**src/rtl/demux_pkg.sv**
```systemverilog
// Shared types and constants for the 4-way destination demux dispatcher.
package demux_pkg;

  localparam int DATA_W   = 4;
  localparam int SEL_W    = 2;
  localparam int NUM_DEST = 4;

  localparam logic [SEL_W-1:0] DEST_LIB    = 2'd0;
  localparam logic [SEL_W-1:0] DEST_FIRE   = 2'd1;
  localparam logic [SEL_W-1:0] DEST_SCHOOL = 2'd2;
  localparam logic [SEL_W-1:0] DEST_RIB    = 2'd3;

  typedef enum logic [1:0] {IDLE, SETUP, WAIT, ASSERT} state_t;

  typedef struct packed {
    logic [DATA_W-1:0] data;
    logic [SEL_W-1:0]  dest;
  } cmd_t;

  function automatic logic [NUM_DEST-1:0] dest_onehot(input logic [SEL_W-1:0] sel);
    logic [NUM_DEST-1:0] oh;
    oh = '0;
    case (sel)
      DEST_LIB:    oh[0] = 1'b1;
      DEST_FIRE:   oh[1] = 1'b1;
      DEST_SCHOOL: oh[2] = 1'b1;
      DEST_RIB:    oh[3] = 1'b1;
      default:     oh    = '0;
    endcase
    return oh;
  endfunction

endpackage

```
**src/rtl/demux_cmd_fifo.sv**
```systemverilog
// Command FIFO: DEPTH entries of {data, dest}, occupancy counter, wrapping pointers.
module demux_cmd_fifo
  import demux_pkg::*;
#(
  parameter int DEPTH = 4
) (
  input  logic                   clk,
  input  logic                   rst_n,
  input  logic                   push,
  input  cmd_t                   wr_cmd,
  input  logic                   pop,
  output cmd_t                   rd_cmd,
  output logic                   full,
  output logic                   empty,
  output logic [$clog2(DEPTH):0] count
);

  localparam int               PTR_W   = $clog2(DEPTH);
  localparam logic [PTR_W:0]   DEPTH_C = (PTR_W + 1)'(DEPTH);

  cmd_t             mem [DEPTH];
  logic [PTR_W-1:0] wr_ptr;
  logic [PTR_W-1:0] rd_ptr;

  assign full   = (count == DEPTH_C);
  assign empty  = (count == '0);
  assign rd_cmd = mem[rd_ptr];

  // NOTE: storage is deliberately not reset; the count alone decides which entries are valid.
  always_ff @(posedge clk) begin
    if (push) mem[wr_ptr] <= wr_cmd;
  end

  // NOTE: sequential state uses non-blocking assignments so every flop samples pre-edge values.
  always_ff @(posedge clk or negedge rst_n) begin
    if (!rst_n) begin
      wr_ptr <= '0;
      rd_ptr <= '0;
      count  <= '0;
    end else begin
      if (push) wr_ptr <= wr_ptr + PTR_W'(1);
      if (pop)  rd_ptr <= rd_ptr + PTR_W'(1);
      if (push && !pop)      count <= count + (PTR_W + 1)'(1);
      else if (pop && !push) count <= count - (PTR_W + 1)'(1);
    end
  end

endmodule

```
**src/rtl/demux_dispatch_ctrl.sv**
```systemverilog
// Dispatcher for the 4-way destination demux: queues commands and delivers them
// one at a time, holding Enable only once the addressed destination is ready.
module demux_dispatch_ctrl
  import demux_pkg::*;
#(
  parameter int DEPTH       = 4,
  parameter int HOLD_CYCLES = 2
) (
  input  logic                   clk,
  input  logic                   rst_n,
  input  logic [DATA_W-1:0]      InData,
  input  logic [SEL_W-1:0]       InDest,
  input  logic                   InValid,
  output logic                   InReady,
  input  logic [NUM_DEST-1:0]    DestReady,
  output logic [DATA_W-1:0]      DataOut,
  output logic [SEL_W-1:0]       SelOut,
  output logic                   EnableOut,
  output logic [NUM_DEST-1:0]    Delivered,
  output logic                   Busy,
  output logic [$clog2(DEPTH):0] FifoCount
);

  localparam int                HOLD_W    = 4;
  localparam logic [HOLD_W-1:0] HOLD_LOAD = HOLD_W'(HOLD_CYCLES);
  localparam logic [HOLD_W-1:0] HOLD_LAST = HOLD_W'(1);

  state_t            state, state_d;
  logic [HOLD_W-1:0] hold_cnt, hold_d;
  logic              enable_d;
  logic              push, pop, full, empty;
  cmd_t              in_cmd, head;

  assign in_cmd  = '{data: InData, dest: InDest};
  assign InReady = !full;
  // Full is judged on start-of-cycle occupancy, so a same-cycle pop never frees a slot early.
  assign push    = InValid && !full;

  demux_cmd_fifo #(.DEPTH(DEPTH)) u_fifo (
    .clk    (clk),
    .rst_n  (rst_n),
    .push   (push),
    .wr_cmd (in_cmd),
    .pop    (pop),
    .rd_cmd (head),
    .full   (full),
    .empty  (empty),
    .count  (FifoCount)
  );

  // NOTE: every signal written here gets a default first, so no path can infer a latch.
  always_comb begin
    state_d  = state;
    hold_d   = hold_cnt;
    enable_d = 1'b0;
    pop      = 1'b0;
    unique case (state)
      IDLE: begin
        if (!empty) begin
          pop     = 1'b1;
          state_d = SETUP;
        end
      end
      SETUP, WAIT: begin
        if (DestReady[SelOut]) begin
          state_d  = ASSERT;
          hold_d   = HOLD_LOAD;
          enable_d = 1'b1;
        end else begin
          state_d  = WAIT;
        end
      end
      ASSERT: begin
        if (hold_cnt == HOLD_LAST) begin
          state_d = IDLE;
        end else begin
          hold_d   = hold_cnt - HOLD_W'(1);
          enable_d = 1'b1;
        end
      end
      default: state_d = IDLE;
    endcase
  end

  // DataOut/SelOut load only on IDLE->SETUP, so they are frozen whenever Enable is high.
  always_ff @(posedge clk or negedge rst_n) begin
    if (!rst_n) begin
      state     <= IDLE;
      hold_cnt  <= '0;
      EnableOut <= 1'b0;
      DataOut   <= '0;
      SelOut    <= '0;
    end else begin
      state     <= state_d;
      hold_cnt  <= hold_d;
      EnableOut <= enable_d;
      if (pop) begin
        DataOut <= head.data;
        SelOut  <= head.dest;
      end
    end
  end

  assign Delivered = (state == ASSERT && hold_cnt == HOLD_LAST) ? dest_onehot(SelOut) : '0;
  assign Busy      = (state != IDLE) || !empty;

endmodule

```
**config.mk**
```make
export PLATFORM = sky130hd
export DESIGN_NAME = demux_dispatch_ctrl
export DESIGN_NICKNAME = d
export VERILOG_FILES = /design/src/rtl/demux_pkg.sv /design/src/rtl/demux_cmd_fifo.sv /design/src/rtl/demux_dispatch_ctrl.sv
export SDC_FILE = /design/constraint.sdc
export NUM_CORES = 1
export LEC_CHECK = 0
export BUFFER_PORTS_ARGS = -buffer_cell sky130_fd_sc_hd__buf_2
export CAP_MARGIN = 30
export CORE_UTILIZATION = 56
export DETAILED_ROUTE_END_ITERATION = 6
export GPL_ROUTABILITY_DRIVEN = 0
export PLACE_DENSITY = 0.78
export SYNTH_ARGS = -nofsm -noshare
export SYNTH_HDL_FRONTEND = slang
export SYNTH_SLANG_ARGS = --single-unit
```
**constraint.sdc**
```tcl
create_clock -name clk -period 2.7 [get_ports clk]
set_input_delay 0.54 -clock clk [delete_from_list [all_inputs] [get_ports clk]]
set_output_delay 0.54 -clock clk [all_outputs]
set_load 0.02 [all_outputs]
```
# Word-level counts from Yosys, hierarchy flattened
# Memory sizes are Yosys's and may differ from the RTL's. A register that Yosys moved wholly into a read port is not among the register bits.
# Cells that the tools add are included.
# word_totals
regBits	14
latchBits	0
ramBits	24
mem_bits_ro	0
out_inout_bits	16
wordCells	67
memories	1
# memory_table
memory	depth	word_bits	rd	rd_clocked_by_memory_dff	write_ports	line	rtl
u_fifo.mem	4	6	1	1	1	demux_cmd_fifo.sv:21	cmd_t mem [DEPTH];
# classes
addsub	5
n_mul	0
div	0
n_lt_le_gt_ge	1
eq_ne	12
shift	0
mux	23
n_bitwise	0
n_reduce_logical	19
# op_table
cell	n
1-bit two-way mux	12
4-bit two-way mux	3
2-bit equality test (second input constant)	4
2-bit inequality test (second input constant)	4
4-bit one-hot mux with 2 select lines	1
3-bit two-way mux	2
2-bit one-hot mux with 3 select lines	1
2-bit nonzero test	3
1-bit zero test	5
2-bit by 1-bit adder with 2-bit output (second input constant)	2
2-bit by 1-bit equality test with 1-bit output (second input constant)	2
4-bit by 1-bit equality test with 1-bit output (second input constant)	1
1-bit logical AND	4
2-bit zero test	2
2-bit two-way mux	2
4-bit by 1-bit subtractor with 4-bit output (second input constant)	1
3-bit by 1-bit adder with 3-bit output (second input constant)	1
3-bit equality test (second input constant)	1
3-bit zero test	1
2-bit by 3-bit < comparator with 1-bit output (second input constant)	1
3-bit AND reduction	1
3-bit by 1-bit subtractor with 3-bit output (second input constant)	1
1-bit binary-select mux with 2-bit select	1
1-bit one-hot mux with 2 select lines	1
other kinds (3)	3

# Depth between registers and ports, before layout
# Gate-level depths: netlist (run 1).
# logic_depth
ltp_word	7
ltp_mapped	11
mapped_depth_nobuf	9

# Cells and area by module
# A second synthesis (run 1) with hierarchy kept.
# hier_totals
hier_cells	130
area_unflattened_um2	1973.1
# by_module_without_submodules
mod	instances	cells_per_inst	area_each_um2	seq_area_each_um2
demux_cmd_fifo	1	66	1262.5	895.9
demux_dispatch_ctrl	1	64	710.7	325.3

# Worst setup path after synthesis (run 1)
# Ideal clock, no wire load.
# synth_path
kind	register to register
start	register u_fifo.count[0]
end	register u_fifo.count[2]
setup_time_ps	80
arrival_time_ps	2098
required_time_ps	2620
slack_ps	522
path_stages_with_launch	10
path_buffers	1
synth_period_minus_slack_ps	2178
path_cell_list	dfrtp_1 nor3_1 nand2b_1 buf_2 ha_1 inv_1 fa_1 xor2_1 nor2_1 xor2_1
# synth_between
elab_chain_len	6
elab_cells_between_ends	15
classes_between	add/sub: 2; eq/ne: 1; mux: 4; reduce/logical: 8
# synth_rtl
element	line	rtl
start, declared	demux_cmd_fifo.sv:15	output logic [$clog2(DEPTH):0] count
start signal, assigned	demux_cmd_fifo.sv:43	if (push && !pop) count <= count + (PTR_W + 1)'(1);
start signal, assigned	demux_cmd_fifo.sv:44	else if (pop && !push) count <= count - (PTR_W + 1)'(1);
branches (longest 6 deep; another with 3-bit by 1-bit subtractor with 3-bit output)	-	
# Parallel ways; which one is timed is not known. The select of a mux whose other input is x is not followed.
# A chain may end at the register's enable or synchronous reset.

# Final worst setup path (run 1)
# layout_path
start	register state[0]
end	output port Delivered[0]
# layout_between
elab_chain_len	3
# layout_rtl
element	line	rtl
start, declared	demux_dispatch_ctrl.sv:28	state_t state, state_d;
start signal, assigned	demux_dispatch_ctrl.sv:94	state <= state_d;
2-bit equality test	demux_dispatch_ctrl.sv:104	assign Delivered = (state == ASSERT && hold_cnt == HOLD_LAST) ? dest_onehot(SelOut) : '0;
1-bit logical AND	demux_dispatch_ctrl.sv:104	
4-bit two-way mux	demux_dispatch_ctrl.sv:104	
end, declared	demux_dispatch_ctrl.sv:19	output logic [NUM_DEST-1:0] Delivered,
# No other way between the ends.

==> implementation parameters, run 1 <==
Parameter                              Value

Timing
  Setup slack after layout    403.6 ps
  Count of final setup violators    0
  Setup Total Neg Slack    0 ps
  Min Tclk post-route    2296 ps
  Worst hold slack    123.9 ps
  RSZ-0062 raised after global routing    false
  Pins Over Slew Limit    0
  Final hold violation count    0
  Worst Skew    9.615 ps
  Highest attainable clock frequency    435.5 MHz
  Worst slew margin relative to its limit    0.6740
  Share of the cycle needed by the critical path after routing    0.8505
  Actual slew at the worst max-slew pin    489.0 ps

Routing
  Number of design-rule violations left by the first detailed-router iteration    47
  Total wire length    3570 µm
  Post-route DRC    0
  Detail-routed via count per cell    5.554
  ANT nets after route    0
  Via count    1183
  Detailed Routing Iterations Pass 1    4
  Routed wirelength normalized by instance count    16.76 µm

Yosys
  Main combinational cell family by area after synthesis    multiplexers
  Number of warnings issued by yosys    0
  Most area-consuming cells after synthesis    edfxtp_1, dfrtp_1, mux4_2, ha_1, mux2_2
  Synthesized area divided by synthesized cell count    14.88 µm²
  Distinct cells, synth    38
  Area fraction in compound gates after synthesis    0.04673
  Top cell type by total area after synthesis    edfxtp_1
  Xor/xnor share of the synthesized area    0.02617
  Syn nets    158
  Share of Yosys cell area claimed by the top area cell type    0.3589
  Cell count after synthesis    135
  Seq/Total Area, Yosys    0.6081
  Adder and majority gate portion of the synthesized area    0.06604
  Flip-flop and latch count after synthesis    44
  Simple-gate area share of the yosys netlist    0.08785
  Mux share of post-synthesis cell area    0.1352
  Netlist area before placement    2008 µm²

Placement
  Worst Setup Slack post-DPL    552.9 ps
  Cell area reported after detailed placement    2191 µm²
  Sum of net half-perimeters after detailed placement    2561 µm
  Post-Place Cells    205
  Port Buffers    28

Global routing
  Sum of overflow across all layers after global routing    0
  Vias in the first global route    1178
  Largest net degree at the start of global routing    21
  Number of antenna violations at the first check in global routing    0
  Global-route wire length before repair    5706 µm
  Total routing resource utilization after global routing    0.2182

Clock tree
  Clock buffer depth    2
  Number of CTS-inserted buffers    5
  # Post-CTS Setup Buffers    0
  Clock sink count    44
  Clock Tree Root    clkbuf_4
  Clock slew at the register clock pins of the worst setup and hold paths    130 ps
  Number of cells upsized or downsized after cts    0
  Hold buffer count at cts    0
  CTS tree    yes
  H-Tree Depth    2
  Source-to-sink clock delay at the later pin of the worst-skew pair    360 ps

Final layout
  Fill cells    236
  Finished Layout Cells    213
  Antenna cell count    0
  Register cell area after layout    1221 µm²
  Total area of multi-input combinational cells    726.9 µm²
  Final std cell area, no fill    2281 µm²
  Final-stage net count    189
  Fraction of final layout cells sized beyond drive strength 1    0.3473
  Layout area overhead    13.58%

Flow run
  Number of violations of the max-capacitance limit    0

Critical path
  Arrival time of data at the critical path endpoint    1760 ps
  Worst path top cell family by delay    simple AND/OR/NAND/NOR gates
  Critical path peak fanout    10
  CP required    2160 ps
  Number of buffers and inverters on the critical path    1
  Reg-to-reg slack, setup    530 ps
  Startpoint Class    flip-flop
  Critical path's slowest cell    dfrtp_1
  Kind of end point of the critical path    output port
  Largest stage delay on the critical path    390 ps
  Worst setup path class    flip-flop to output port
  Crit-path cells    ha_1 -> nand4bb_2 -> nor3_1 -> buf_2

Floorplan
  Die Y    61.89 µm
  Placeable core region    3390 µm²
  Placement Rows    21
  Num ports    29
  Die ar.    3830 µm²
  Initial core utilization    0.5925
  Die X-Extent    61.89 µm

Status
  Result of the run    finished, final reports clean

Worst hold path
  Class of the worst hold path    input pin to asynchronous set/reset pin

Power
  Pwr/cell area    1193 nW/µm²
  Standby leakage power    0.9617 nW
  Max rail drop VDD    712.8 µV
==> cell type report <==
class	count	area share
Clock buffer	6	0.02249
Sequential cell	44	0.5354
Timing Repair Buffer	29	0.06473
Inverter	10	0.01646
Multi-Input combinational cell	76	0.3187
Clock inverter	2	0.01700
Tap cell	46	0.02523
==> cells in the final DEF, fill, tap and decap left out, types with 2 or more instances in the layout <==
cell type,n
inv_1,10
dfrtp_1,20
xor2_1,3
nand2b_1,2
mux2i_1,2
nor3_1,5
mux2_2,9
nand2_1,7
buf_2,28
o41ai_1,2
a21oi_1,2
mux4_2,6
ha_1,9
clkbuf_4,5
and3_1,4
nor2_1,4
xnor2_1,3
edfxtp_1,24
==> Yosys cell counts <==
master	n
nor4_1	1
a21oi_1	2
o41ai_1	2
o21ai_2	1
dfrtp_1	20
inv_1	10
mux4_2	6
mux2i_1	2
clkbuf_2	1
nand4bb_2	1
nor3_2	1
a22oi_1	1
mux2_4	1
and3_1	4
o31a_2	1
nand3b_1	1
nor2_1	4
xnor2_1	3
nor2b_1	1
a31o_1	1
nor3_1	5
o41a_1	1
buf_1	1
ha_1	9
and3_4	1
xor2_1	3
o21ai_0	1
o21a_1	1
fa_1	1
edfxtp_1	24
nand2b_1	2
nand2_1	7
or3b_1	1
buf_2	2
mux2_2	9
o211ai_1	1
and2_0	1
clkbuf_1	1
==> per-layer routing <==
metal | track usage | up-vias | wire length [µm]
li1 | - | 559 | -
met1 | 0.3043 | 592 | 1640
met2 | 0.3410 | 29 | 1781
met3 | 0.06418 | 3 | 123
met4 | 0.05397 | 0 | 25
met5 | 0 | - | 0
==> where the power goes <==
part           internal (W)  total (W)  switching, W
Clock              0.000222   0.000435      0.000214
Sequential         0.000943    0.00114      0.000201
Combinational      0.000539    0.00114      0.000603
==> cell families after synthesis <==
family,Yosys count
compound gates,12
mux,18
xor+xnor,6
buf+inv,15
fa+ha+maj,10
flops,44
simple gates,30
==> final timing paths <==
check | to | cells past startpoint | start
setup / recovery | Delivered[0] | 4 | state[0]$_DFFE_PN0P_
hold / removal | u_fifo.wr_ptr[0]$_DFFE_PN0P_ | 1 | rst_n
setup reg to reg | u_fifo.count[2]$_DFFE_PN0P_ | 9 | u_fifo.count[0]$_DFFE_PN0P_
hold reg to reg | DataOut[3]$_DFFE_PN0P_ | 1 | DataOut[3]$_DFFE_PN0P_
max in group asynchronous | u_fifo.count[0]$_DFFE_PN0P_ | 1 | rst_n
min in group clk | u_fifo.mem[1][2]$_DFFE_PP_ | 1 | InData[0]
==> state kept, by name, indices dropped and copies added, names as in the netlist <==
register,count
DataOut,4
state,2
u_fifo.mem,24
EnableOut,1
u_fifo.count,3
SelOut,2
u_fifo.wr_ptr,2
u_fifo.rd_ptr,2
hold_cnt,4
==> through the flow <==
step	util	power, W
after floorplan	-	0.001978
after global placement	0.6464	0.002196
after detailed placement	0.6464	0.002302
after CTS	0.6729	0.002739
after global routing	0.6729	0.002924
final	0.6729	0.002722
==> worst register-to-register path: stages (launching register included) <==
cell and delay (ps):
dfrtp_1 470, nor2_1 90, nand2_1 150, and2_0 280, ha_1 230, inv_1 60, fa_1 370, xor2_1 170
nor2_1 120, xor2_1 170
(Power assumes the default switching activity.)
==> run 2, diff against run 1 <==
- SYNTH_HIERARCHICAL: not set -> 1
==> run 2 against run 1 <==
Power down 5.9%. Global-route usage down 1.4 points. Clock power down 29%. Clock skew up 2.5 ps. Combinational power about the same. Synthesized cell count down 3.7%. Flip-flop and latch count unchanged. Critical path depth unchanged. Design area down 3.0%. Non-clock buffer count unchanged. Register-to-register slack worse by 30 ps. Largest power group unchanged.
==> implementation parameters, run 2 <==
Parameter                              Value

Yosys
  Cell count after synthesis    130
  Share of flip-flops with an asynchronous set or reset    0.4545
  Number of warnings issued by yosys    6
  Distinct cells, synth    34
  Share of Yosys cell area claimed by the top area cell type    0.3653
  Most instantiated flip-flop cell in the synthesis netlist    edfxtp_1
  Seq/Total Area, Yosys    0.6189
  Synthesized area divided by synthesized cell count    15.18 µm²
  Flip-flop and latch count after synthesis    44
  Top cell type by total area after synthesis    edfxtp_1
  Syn nets    153
  Top cells by instance count after synthesis    edfxtp_1, dfrtp_1, inv_1
  Number of synthesized flops with an enable pin    24
  Most common cell in the synthesized netlist    edfxtp_1
  Netlist area before placement    1973 µm²
  Most area-consuming cells after synthesis    edfxtp_1, dfrtp_1, mux4_2, ha_1, mux2_2

Routing
  Post-route DRC    0
  Detail-routed via count per cell    5.467
  Number of design-rule violations left by the first detailed-router iteration    52
  Routed wirelength normalized by instance count    15.96 µm
  Met2 wirelength from detailed routing    1774 µm
  Via count    1148
  Highest routed metal layer    met4
  Total met3 wirelength after detailed routing    158 µm
  Detailed Routing Iterations Pass 1    4
  ANT nets after route    0
  Total wire length    3351 µm
  Sum of routed wire segments on met1    1320 µm

Power
  Pwr/cell area    1158 nW/µm²
  Max rail drop VDD    539.0 µV
  Standby leakage power    0.9218 nW
  Post-layout total power    0.002562 W

Final layout
  Layout area overhead    12.11%
  Finished Layout Cells    210
  Antenna cell count    0
  Fraction of final layout cells sized beyond drive strength 1    0.3110
  Final std cell area, no fill    2212 µm²
  Max FFs per register    24
  Final-stage net count    186
  Commonest non-fill, non-tap cell in the layout    buf_2
  Registers with the highest flip-flop counts    u_fifo/mem: 24 flops, DataOut: 4 flops, hold_cnt: 4 flops
  Register bank with the most flops    u_fifo/mem
  Leading cell types in the layout, fill and taps excluded    buf_2, edfxtp_1, dfrtp_1, inv_1, ha_1
  Fill cells    268

Global routing
  Sum of overflow across all layers after global routing    0
  Global-route wire length before repair    5126 µm
  Number of antenna violations at the first check in global routing    0
  Vias in the first global route    1111
  Total routing resource utilization after global routing    0.2045
  Largest net degree at the start of global routing    21

Timing
  Share of the cycle needed by the critical path after routing    0.8639
  Min Tclk post-route    2333 ps
  Worst hold slack    110.5 ps
  Final hold violation count    0
  Worst slew margin relative to its limit    0.6824
  Count of final setup violators    0
  Pins Over Slew Limit    0
  Highest attainable clock frequency    428.7 MHz
  Actual slew at the worst max-slew pin    476.4 ps
  Setup Total Neg Slack    0 ps
  Worst Skew    12.14 ps
  RSZ-0062 raised after global routing    false

Critical path
  CP required    2160 ps
  Critical path's slowest cell    dfrtp_1
  Worst path top cell family by delay    simple AND/OR/NAND/NOR gates
  Largest stage delay on the critical path    390 ps
  Kind of end point of the critical path    output port
  Worst setup path class    flip-flop to output port
  Crit-path cells    ha_1 -> nand4bb_1 -> nor3_1 -> buf_2
  Critical path peak fanout    8
  Startpoint Class    flip-flop
  Number of buffers and inverters on the critical path    1
  Arrival time of data at the critical path endpoint    1790 ps

Clock tree
  Number of CTS-inserted buffers    5
  Number of cells upsized or downsized after cts    0
  Source-to-sink clock delay at the later pin of the worst-skew pair    360 ps
  Hold buffer count at cts    0
  Clock buffer depth    2
  Clock sink count    44
  Clock Tree Root    clkbuf_4
  # Post-CTS Setup Buffers    0
  CTS tree    yes
  H-Tree Depth    2
  Clock slew at the register clock pins of the worst setup and hold paths    120 ps

Placement
  Cell area reported after detailed placement    2158 µm²
  Sum of net half-perimeters after detailed placement    2429 µm
  Port Buffers    28
  Post-Place Cells    202

Floorplan
  Die Y    61.36 µm
  Placeable core region    3363 µm²
  Die X-Extent    61.36 µm
  Die ar.    3765 µm²
  Placement Rows    21
  Initial core utilization    0.5867
  Num ports    29

Flow run
  Number of violations of the max-capacitance limit    0

Worst hold path
  Class of the worst hold path    input pin to asynchronous set/reset pin

Status
  Result of the run    finished, final reports clean
run 2: report_power, final:
group          leakage, nW  switching [W]  total (W)  internal, W
clock               0.0282       0.000209   0.000310     0.000101
combinational        0.434       0.000586    0.00111     0.000523
sequential           0.460       0.000196    0.00114     0.000946
total                0.922       0.000992    0.00256      0.00157
run 2: final cells by class:
class	instances	area, µm²	share of cell area
repair buffers	29	147.6	0.06674
inverters	12	45.04	0.02036
well taps	46	57.56	0.02602
clock inverters	2	12.51	0.005656
multi-input cells	71	686.9	0.3105
flip-flops and latches	44	1221	0.5520
clock buffers	6	41.29	0.01867
run 2: final timing paths:
kind	start	end	slack [ps]	cells past startpoint
max	state[1]$_DFFE_PN0P_	Delivered[2]	370	4
min	rst_n	u_fifo/wr_ptr[0]$_DFFE_PN0P_	110	1
max reg2reg	u_fifo/count[2]$_DFFE_PN0P_	u_fifo/count[2]$_DFFE_PN0P_	500	8
min reg2reg	DataOut[3]$_DFFE_PN0P_	DataOut[3]$_DFFE_PN0P_	520	1
max in group asynchronous	rst_n	u_fifo/rd_ptr[0]$_DFFE_PN0P_	2260	1
min in group clk	InData[0]	u_fifo/mem[1][2]$_DFFE_PP_	380	1
run 2: layer usage:
layer	vias to the layer above	global-route usage
met4	0	0.1238
met5	-	0
met1	563	0.2241
met2	34	0.3571
li1	540	-
met3	11	0.05252
run 2: worst reg2reg max path: stages (launching register included):
cell	delay, ps
dfrtp_1	440
nor3b_1	170
nor2b_1	400
ha_1	280
inv_1	70
fa_1	380
xor2_1	150
nor2_1	110
xor2_1	150
run 2: cells by family after synthesis:
family / count (synthesis) / share of synthesized area
adders and majority gates: 10 / 0.06722
buffers and inverters: 15 / 0.03297
muxes: 15 / 0.1237
xor gates and xnor gates: 6 / 0.02663
DFF: 44 / 0.6189
and+or+nand+nor: 25 / 0.07229
AOI/OAI and AO/OA: 15 / 0.05834
run 2: through the flow:
step                      utilization  setup WS [ps]
final                          0.6577          367.5
after detailed placement       0.6417          488.4
after floorplan                     -          531.7
after CTS                      0.6577          366.7
after global routing           0.6577          187.0
after global placement         0.6417          591.7
==> run 3, diff against run 2 <==
- CORE_ASPECT_RATIO: not set -> 0.75
==> run 3 against run 2 <==
Non-clock buffer count stayed put. The run now ends with design-rule violations left. Critical path depth stayed put. Worst hold slack gained 91 ps. Largest power group unchanged. Utilization grew 1.3 points. Die area about the same.
==> implementation parameters, run 3 (synthesis gave the netlist of run 2 again) <==
Parameter                              Value

Placement
  Worst Setup Slack post-DPL    426.2 ps
  Post-Place Cells    196
  Port Buffers    28
  Sum of net half-perimeters after detailed placement    2410 µm

Timing
  Highest attainable clock frequency    436.5 MHz
  Share of the cycle needed by the critical path after routing    0.8485
  Worst Skew    7.572 ps
  Setup Total Neg Slack    0 ps
  Final hold violation count    0
  Min Tclk post-route    2291 ps
  Pins Over Slew Limit    0
  Setup slack after layout    409.0 ps
  Count of final setup violators    0
  Worst slew margin relative to its limit    0.6735
  RSZ-0062 raised after global routing    false
  Actual slew at the worst max-slew pin    489.8 ps

Routing
  Number of design-rule violations left by the first detailed-router iteration    42
  Sum of routed wire segments on met1    1479 µm
  Via count    1148
  Detailed Routing Iterations Pass 1    6
  Post-route DRC    8
  Routed wirelength normalized by instance count    16.23 µm
  Met2 wirelength from detailed routing    1646 µm
  Total wire length    3310 µm
  Highest routed metal layer    met4
  Total met3 wirelength after detailed routing    141 µm
  ANT nets after route    0
  Detail-routed via count per cell    5.627

Clock tree
  # Post-CTS Setup Buffers    0
  Clock Tree Root    clkbuf_8
  Clock sink count    44
  CTS tree    yes
  Clock buffer depth    2
  Clock slew at the register clock pins of the worst setup and hold paths    80 ps
  H-Tree Depth    2
  Number of CTS-inserted buffers    5
  Hold buffer count at cts    0
  Number of cells upsized or downsized after cts    0
  Source-to-sink clock delay at the later pin of the worst-skew pair    290 ps

Status
  Violations in the final reports    design-rule violations
  Result of the run    complete, but fails checks

Final layout
  Registers with the highest flip-flop counts    u_fifo/mem: 24 flops, DataOut: 4 flops, hold_cnt: 4 flops
  Final-stage net count    186
  Register cell area after layout    1221 µm²
  Layout area overhead    13.25%
  Fill cells    247
  Max FFs per register    24
  Antenna cell count    0
  Total area of multi-input combinational cells    686.9 µm²
  Fraction of final layout cells sized beyond drive strength 1    0.3049
  Finished Layout Cells    204
  Register bank with the most flops    u_fifo/mem
  Commonest non-fill, non-tap cell in the layout    buf_2
  Leading cell types in the layout, fill and taps excluded    buf_2, edfxtp_1, dfrtp_1, inv_1, ha_1
  Post-Route Utilization    0.6704

Global routing
  Number of antenna violations at the first check in global routing    0
  Sum of overflow across all layers after global routing    0
  Largest net degree at the start of global routing    21
  Global-route wire length before repair    5292 µm
  Vias in the first global route    1107
  Total routing resource utilization after global routing    0.2007

Floorplan
  Die Y    53.41 µm
  Num ports    29
  Placeable core region    3333 µm²
  Placement Rows    18
  Initial core utilization    0.5920
  Die ar.    3767 µm²
  Die X-Extent    70.54 µm

Worst hold path
  Class of the worst hold path    input pin to asynchronous set/reset pin

Power
  Standby leakage power    0.9324 nW
  Max rail drop VDD    623.0 µV
  Pwr/cell area    1175 nW/µm²
  Post-layout total power    0.002626 W

Flow run
  Number of violations of the max-capacitance limit    0

Critical path
  Worst setup path class    flip-flop to output port
  CP required    2160 ps
  Arrival time of data at the critical path endpoint    1750 ps
  Kind of end point of the critical path    output port
  Startpoint Class    flip-flop
  Critical path peak fanout    8
run 3: cell types whose count changed in the layout (fill, tap and decap cells not counted):
cell and change:
clkinv_1 +1, clkbuf_8 +5, clkbuf_4 -5, clkinv_2 -1
run 3: layout make-up:
class / instances / share of cell area
multi-input cells: 71 / 0.3074
flip-flops and latches: 44 / 0.5465
clock inverters: 2 / 0.005039
repair buffers: 29 / 0.06607
clock buffers: 6 / 0.03247
inverters: 12 / 0.02016
well taps: 40 / 0.02240
run 3: power breakdown:
group / switching (W) / total [W] / internal (W)
clock: 0.000207 / 0.000387 / 0.000179
sequential: 0.000194 / 0.00114 / 0.000948
combinational: 0.000577 / 0.00110 / 0.000521
total: 0.000979 / 0.00263 / 0.00165
run 3: per-layer routing:
layer	vias to the layer above	track usage
met5	-	0
met4	0	0.08000
met3	6	0.05143
met2	24	0.3350
met1	580	0.2570
li1	538	-
run 3: final timing paths:
kind,start,to,slack [ps],depth (start not counted)
hold / removal,rst_n,DataOut[1]$_DFFE_PN0P_,200,1
setup reg to reg,u_fifo/count[2]$_DFFE_PN0P_,u_fifo/count[2]$_DFFE_PN0P_,480,8
setup / recovery,state[0]$_DFFE_PN0P_,Delivered[2],410,4
min in group clk,InData[0],u_fifo/mem[2][2]$_DFFE_PP_,460,1
max in group asynchronous,rst_n,u_fifo/count[0]$_DFFE_PN0P_,2160,1
hold reg to reg,DataOut[2]$_DFFE_PN0P_,DataOut[2]$_DFFE_PN0P_,510,1
run 3: critical path, stage by stage (launching register included):
cell and delay (ps):
dfrtp_1 360, ha_1 320, nand4bb_1 330, nor3_1 250, buf_2 200
run 3: metrics by stage:
step | hold WS, ps | area, µm²
final | 201.8 | 2235
after global routing | 227.2 | 2235
after CTS | 204.9 | 2235
after detailed placement | 496.6 | 2151
after global placement | 485.6 | 2151
after floorplan | 244.4 | 1973
